--- src/rtl/div_iter.sv ---
`default_nettype none
// ============================================================================
// Module   : div_iter
// Purpose  : Iterative radix-2 restoring integer divider. Signed or unsigned,
//            one quotient bit per cycle, valid/ready on input and output,
//            and a pipeline cancel input.
// Config   : DIV_ZERO_SHORTCUT_EN - when defined, a zero divisor skips the
//            iteration loop and the result is presented one cycle after the
//            handshake. Result values do not change.
// Revision : 1.0 - initial release
// ============================================================================
module div_iter #(
  parameter int WIDTH = 32
) (
  input  logic             clk,
  input  logic             reset,
  input  logic             in_valid,
  output logic             in_ready,
  input  logic             in_signed,
  input  logic [WIDTH-1:0] dividend,
  input  logic [WIDTH-1:0] divisor,
  input  logic             cancel,
  output logic             out_valid,
  input  logic             out_ready,
  output logic [WIDTH-1:0] quotient,
  output logic [WIDTH-1:0] remainder
);

  localparam int CW = $clog2(WIDTH + 1);

  typedef enum logic [1:0] {
    IDLE = 2'd0,
    CALC = 2'd1,
    DONE = 2'd2
  } state_t;

  state_t           state_q;
  logic [WIDTH-1:0] dvd_q;        // remaining dividend bits, consumed MSB first
  logic [WIDTH-1:0] dvs_q;        // divisor magnitude
  logic [WIDTH-1:0] prem_q;       // partial remainder
  logic [WIDTH-1:0] quo_q;        // quotient magnitude being assembled
  logic [WIDTH-1:0] orig_q;       // untouched dividend for the divide-by-zero result
  logic             qsign_q;
  logic             rsign_q;
  logic             zero_q;       // divisor was zero at the handshake
  logic [CW-1:0]    cnt_q;
  logic             out_valid_q;
  logic [WIDTH-1:0] quotient_q;
  logic [WIDTH-1:0] remainder_q;

  logic             w_dvd_neg;
  logic             w_dvs_neg;
  logic [WIDTH-1:0] w_dvd_abs;
  logic [WIDTH-1:0] w_dvs_abs;
  logic [WIDTH:0]   w_shift;
  logic [WIDTH:0]   w_diff;
  logic [WIDTH-1:0] prem_d;
  logic [WIDTH-1:0] quo_d;
  logic [WIDTH-1:0] w_qfix;
  logic [WIDTH-1:0] w_rfix;
  logic             w_last;

  assign in_ready  = (state_q == IDLE);
  assign out_valid = out_valid_q;
  assign quotient  = quotient_q;
  assign remainder = remainder_q;

  // Operand magnitudes, one restoring step and the final sign fix-up.
  always_comb begin
    w_dvd_neg = in_signed & dividend[WIDTH-1];
    w_dvs_neg = in_signed & divisor[WIDTH-1];
    w_dvd_abs = w_dvd_neg ? -dividend : dividend;
    w_dvs_abs = w_dvs_neg ? -divisor  : divisor;

    // The partial remainder is always below the divisor, so one extra bit
    // is enough for the trial subtraction; its top bit is the borrow.
    w_shift = {prem_q, dvd_q[WIDTH-1]};
    w_diff  = w_shift - {1'b0, dvs_q};
    prem_d  = w_diff[WIDTH] ? w_shift[WIDTH-1:0] : w_diff[WIDTH-1:0];
    quo_d   = {quo_q[WIDTH-2:0], ~w_diff[WIDTH]};

    w_qfix = qsign_q ? -quo_q  : quo_q;
    w_rfix = rsign_q ? -prem_q : prem_q;

`ifdef DIV_ZERO_SHORTCUT_EN
    w_last = (cnt_q == CW'(WIDTH)) || zero_q;
`else
    w_last = (cnt_q == CW'(WIDTH));
`endif
  end

  // Control FSM and datapath registers: reset, then cancel, then normal flow.
  always_ff @(posedge clk) begin
    if (reset) begin
      state_q     <= IDLE;
      out_valid_q <= 1'b0;
      quotient_q  <= '0;
      remainder_q <= '0;
      cnt_q       <= '0;
      dvd_q       <= '0;
      dvs_q       <= '0;
      prem_q      <= '0;
      quo_q       <= '0;
      orig_q      <= '0;
      qsign_q     <= 1'b0;
      rsign_q     <= 1'b0;
      zero_q      <= 1'b0;
    end else if (cancel) begin
      // Result registers keep their last contents; only the handshake drops.
      state_q     <= IDLE;
      out_valid_q <= 1'b0;
    end else begin
      case (state_q)
        IDLE: begin
          if (in_valid) begin
            dvd_q   <= w_dvd_abs;
            dvs_q   <= w_dvs_abs;
            prem_q  <= '0;
            quo_q   <= '0;
            orig_q  <= dividend;
            qsign_q <= w_dvd_neg ^ w_dvs_neg;
            rsign_q <= w_dvd_neg;
            zero_q  <= (divisor == '0);
            cnt_q   <= '0;
            state_q <= CALC;
          end
        end
        CALC: begin
          if (w_last) begin
            // Divide by zero bypasses sign correction entirely.
            quotient_q  <= zero_q ? '1     : w_qfix;
            remainder_q <= zero_q ? orig_q : w_rfix;
            out_valid_q <= 1'b1;
            state_q     <= DONE;
          end else begin
            prem_q <= prem_d;
            quo_q  <= quo_d;
            dvd_q  <= {dvd_q[WIDTH-2:0], 1'b0};
            cnt_q  <= cnt_q + CW'(1);
          end
        end
        DONE: begin
          if (out_ready) begin
            out_valid_q <= 1'b0;
            state_q     <= IDLE;
          end
        end
        default: begin
          state_q     <= IDLE;
          out_valid_q <= 1'b0;
        end
      endcase
    end
  end

endmodule
`default_nettype wire

--- config.mk ---
export PLATFORM = sky130hd
export DESIGN_NAME = div_iter
export DESIGN_NICKNAME = d
export VERILOG_FILES = /design/src/rtl/div_iter.sv
export SDC_FILE = /design/constraint.sdc
export NUM_CORES = 1
export LEC_CHECK = 0
export BUFFER_PORTS_ARGS = -buffer_cell sky130_fd_sc_hd__clkbuf_2
export CAP_MARGIN = 20
export CORE_ASPECT_RATIO = 0.75
export CORE_MARGIN = 2
export CORE_UTILIZATION = 60
export CTS_BUF_LIST = sky130_fd_sc_hd__clkbuf_4 sky130_fd_sc_hd__clkbuf_8 sky130_fd_sc_hd__clkbuf_16
export DETAILED_ROUTE_END_ITERATION = 16
export PLACE_DENSITY = 0.81
export SETUP_SLACK_MARGIN = 0.1
export SYNTH_ARGS = -nofsm -noshare
export SYNTH_HDL_FRONTEND = slang
export SYNTH_SLANG_ARGS = --single-unit
--- constraint.sdc ---
create_clock -name clk -period 4.1 [get_ports clk]
set_input_delay 0.205 -clock clk [delete_from_list [all_inputs] [get_ports clk]]
set_output_delay 0.205 -clock clk [all_outputs]
set_load 0.03 [all_outputs]
After elaboration in Yosys (flattened, before gate mapping)
Cells that the tools add are included.

operators by class
  $add $sub $neg = 6
  equal/unequal tests = 7
  muxes and demuxes = 25
  bitwise operators = 6
  reductions and logical operators = 9

operators by type and width
  operator               number
  $mux W32               12
  $pmux W32 S2           3
  $neg A32 Y32           4
  $sub A33 B32 Y33       1
  $logic_not A32 Y1      1
  $mux W6                2
  $pmux W6 S2            1
  $reduce_and A3 Y1      4
  $ne A2 B2 Y1 const B   4
  $add A6 B1 Y6 const B  1
  $eq A6 B6 Y1 const B   1
  $mux W2                3
  $pmux W2 S3            1
  $reduce_and A4 Y1      1
  $not A1 Y1             3
  $pmux W1 S3            1
  $and A1 B1 Y1          2
  $eq A2 B1 Y1 const B   1
  $eq A2 B2 Y1 const B   1
  $logic_not A2 Y1       1
  $mux W1                2
  $reduce_bool A2 Y1     1
  $reduce_or A2 Y1       1
  $xor A1 B1 Y1          1

word-level totals
  register bits = 236
  output and inout port bits = 66

Depth between registers and ports, before layout
  word-level depth = 4
  mapped depth = 14
  mapped depth without buffers = 12

Least setup slack after synthesis
OpenSTA, ideal clock, no wires.

  path kind = flip-flop to flip-flop
  start point = reg dvd_q[31]
  end point = reg prem_q[10]
  library setup time = 0.128 ns
  arrival time = 3.208 ns
  slack = 0.764 ns
  stages on the path, launching flop included = 15
  buffers on the path = 2
  period minus slack after synthesis = 3.336 ns
  cell sequence = dfxtp_1 > inv_1 > ha_1 > fa_1 > nand2b_1 > a21oi_1 > o2111a_1 > o211ai_1 > a211o_1 > and3b_1 > buf_1 > nor2_1 > buf_2 > mux2i_1 > o21ai_0

between the ends
  cells in the longest elaborated chain, start to end = 4

ends and longest elaborated chain
  item                      line  text
  start: declaration        38    logic [WIDTH-1:0] dvd_q;
  start signal: assignment  116   dvd_q <= w_dvd_abs;
  start signal: assignment  138   dvd_q <= {dvd_q[WIDTH-2:0], 1'b0};
  $sub A33 B32 Y33          78    w_diff = w_shift - {1'b0, dvs_q};
  $mux W32                  79    prem_d = w_diff[WIDTH] ? w_shift[WIDTH-1:0] : w_diff[WIDTH-1:0];
  $mux W32                  129   if (w_last) begin
  $pmux W32 S2              113   case (state_q)
  end signal: assignment    136   prem_q <= prem_d;
  end: declaration          40    logic [WIDTH-1:0] prem_q;

No other way between the ends. The select of a mux whose other input is x is not followed.
A chain may end at the register's enable or synchronous reset.

Worst setup path after layout
  start point = reg prem_q[0]
  end point = reg prem_q[2]

between the ends
  cells in the longest elaborated chain, start to end = 4

ends and longest elaborated chain
  item              line
  $sub A33 B32 Y33  78
  $mux W32          79
  $mux W32          129
  $pmux W32 S2      113

No other way between the ends. The select of a mux whose other input is x is not followed.

==> flow_summary_export.csv <==
group,metric,value,unit
synthesis,synth_nets,1825,
run,maxCapViolCount,0,
synthesis,yosys_warnings,0,
route,drt-initial-drc-count,1301,
die,io_pins,136,
clock_tree,clkTransAtPathRegs,0.06,ns
status,status,"finished clean",
layout,antenna_cells,0,
die,die_h,132,microns
layout,drive_above_1_share,12.2,%
sta,setup_tns,0,ns
sta,finalCritPeriodShare,89.4,%
layout,layout-area-overhead-vs-synth,15.6,%
clock_tree,cts_tree,"yes",
global_routing,grt_overflow,0,
synthesis,ys_ff_latch,236,
setup_path,path_delay_family,"compound AO/OA/AOI/OAI gates",
global_routing,antenna_found_initial,0,
sta,rsz0062_at_grt,"false",
min_path,min-delay-path-class,"in2reg",
synthesis,async_reset_ff_share,0,%
setup_path,slowest_delay,0.56,ns
synthesis,synth.area.top_cells,"dfxtp_1 36%, nand2_1 7.5%, a21oi_1 5.7%",
placed_design,portBuffers,135,
die,fp-row-count,46,
sta,setup_viol,0,
placed_design,place_congestion,0.966,
sta,skew,0.00791,ns
global_routing,first_global_vias,11607,
sta,setup_ws,0.434,ns
setup_path,path_buf_inv,2,
placed_design,place_hpwl,26200,microns
die,start_util,61.7,%
power,pwr-share-seq,43.2,%
synthesis,synth_commonest_cells,"264 x nand2_1, 236 x dfxtp_1, 189 x nor2_1, 149 x a21oi_1, 140 x o21ai_0",
route,vias,12914,
power,clkPwrFrac,44.2,%
die,fp.dieW,175,microns
power,pwr_density_cell,364,mW/mm^2
power,leakage,5.98,nW
setup_path,path_class,"reg2reg",
synthesis,synth_area,0.0132,sq mm
sta,max_freq,273,MHz
power,p_switching,1.40,mW
synthesis,yosysSeqAreaShare,35.8,%
clock_tree,cts.path.max_buffers,3,
power,swShare,25.3,%
global_routing,grt_usage,31.0,%
synthesis,yosys.cell_types.count,61,
synthesis,yosys.area.top_type,"dfxtp_1",
synthesis,yosysMostFrequentCell,"nand2_1",
clock_tree,cts.sinks,236,
setup_path,cp.arrival,4.04,ns
power,power.internal,4.14,mW
sta,worst_slew_pin_slew,1.00,ns
die,die_area,0.0232,sq mm
clock_tree,cts_buffers,24,
sta,finalCriticalPeriod,3.67,ns
route,wirelength,37100,microns
clock_tree,insertion_delay,0.53,ns
sta,final_hold_viol_count,0,
global_routing,grt_start_max_net_pins,113,
setup_path,cp.required,4.48,ns
synthesis,syn_inst,1716,
route,routedWlPerCell,17.4,microns
setup_path,cp_max_fo,30,
setup_path,worst_path_max_delay_cell,"a21boi_0",
sta,maxSlewViolCount,0,
route,dr.pass1.iters,5,
setup_path,cp_cell_sequence,"inv_1 -> fa_1 -> nand2b_1 -> a21oi_1 -> o2111a_1 -> o211ai_1 -> a211o_1 -> a21boi_0 -> nor2_4 -> buf_12 -> mux2i_1 -> o21ai_0",
synthesis,synth-main-ff-cell,"dfxtp_1",
power,share_comb_of_total_power,12.6,%
route,vias_per_cell,6.07,
route,antenna_left,0,
power,ir_drop,0.350,mV
die,core_area,0.0214,sq mm
setup_path,crit_path_start_kind,"flip-flop",
synthesis,syn_avg_cell_area,7.68,sq um
clock_tree,root_buffer,"clkbuf_16",
sta,slew_headroom,33.2,%
route,drc,0,
setup_path,critPathCaptureType,"flip-flop",
synthesis,synth-edff-count,0,
clock_tree,htreeDepth,1,
placed_design,pre_cts_slack,0.220,ns
layout,fin_nets,1932,
synthesis,synth_top_area_share,35.8,%
global_routing,grt_pass1_wl,59700,microns
[repair_timing]
| item | 4_1_cts | 5_1_grt |
|---|---|---|
| endpoints found under the hold margin | 26 | 0 |
| buffers inserted | 0 | 0 |
| hold buffers | 26 | 0 |
| resized for setup | 0 | 0 |
[cells by family (layout without fill, tap and decap cells)]
kind of cell | after synthesis | in the layout | synth area share, %
muxes | 29 | 29 | 2.20
and+or+nand+nor | 599 | 599 | 20.0
DFF | 236 | 236 | 35.8
xor gates and xnor gates | 146 | 146 | 9.70
AOI/OAI and AO/OA | 507 | 507 | 23.9
buffers and inverters | 160 | 285 | 4.61
adders and majority gates | 39 | 39 | 3.76
[metal layers]
metal  up-vias  share of wire [%]  GRT usage [%]
li1       6233                  -              -
met1      6031                 47           46.9
met2       582                 42           45.3
met3        68                8.1           5.02
met4         0                2.6           8.61
met5         -                  0              0
[state kept, by name, indices dropped and copies added (netlist names), 6 cells and up]
signal / count
dvd_q: 32
remainder: 32
dvs_q: 32
prem_q: 32
orig_q: 32
quo_q: 32
quotient: 32
cnt_q: 6
[final cells by class]
cell class	instances	area, sq um
tap	288	360
timing repair buffer	188	1180
inverter	53	199
fill	1718	6120
clock inverter	12	191
clock buffer	32	703
multi-input combinational	1320	7880
sequential	236	4730
[power groups by stage]
stage                     combinational (mW)  clock [mW]  sequential, mW
final                                  0.698        2.45            2.39
after global routing                   0.767        2.58            2.40
after CTS                              0.677        2.46            2.40
after detailed placement               0.652           0            2.45
after global placement                 0.643           0            2.44
after floorplan                        0.471           0            2.43
[final timing paths]
kind | start | endpoint | slack [ns] | cells after the start
max | prem_q[0] | prem_q[2] | 0.43 | 12
min | divisor[24] | dvs_q[24] | 0.03 | 3
max reg2reg | prem_q[0] | prem_q[2] | 0.43 | 12
min reg2reg | remainder[26] | remainder[26] | 0.45 | 2
[worst register-to-register path, stage by stage, from the launching register on]
cell and delay, ns:
dfxtp_1 0.46, inv_1 0.14, fa_1 0.44, nand2b_1 0.19
a21oi_1 0.24, o2111a_1 0.32, o211ai_1 0.18, a211o_1 0.34
a21boi_0 0.56, nor2_4 0.15, buf_12 0.23, mux2i_1 0.19
o21ai_0 0.09
[placed cells by master (no fill, tap or decap), drive strengths merged, types with 6 or more instances in the layout]
cell type      n
mux2i         29
nand3         15
o31ai         24
o41ai         15
nand3b         6
nor4          12
dfxtp        236
a22oi         33
clkbuf       166
nor2         189
o21ai        142
nor3          34
xor2          80
a21boi        18
dlygate4sd3   26
ha            38
inv           53
a31oi          8
nand2        264
o211ai         6
or4           14
a22o           6
a311oi        14
clkinv         6
xnor2         66
a21oi        149
o22ai         11
nand4          7
a21o          11
nand2b        11
buf           28
or3           20
a211oi        46
[through the flow]
step / hold WS, ns / instance area [sq um] / total power [mW] / util [%] / std cells
after floorplan: 0.341 / 13200 / 2.90 / - / 1716
after global placement: 0.441 / 14000 / 3.09 / 65.7 / 2057
after detailed placement: 0.447 / 14000 / 3.10 / 65.7 / 2057
after CTS: 0.0103 / 15200 / 5.54 / 71.1 / 2127
final: 0.0260 / 15200 / 5.54 / 71.4 / 2129
after global routing: 0.0267 / 15200 / 5.74 / 71.4 / 2129
No activity file was read; power rests on OpenSTA's default activity.
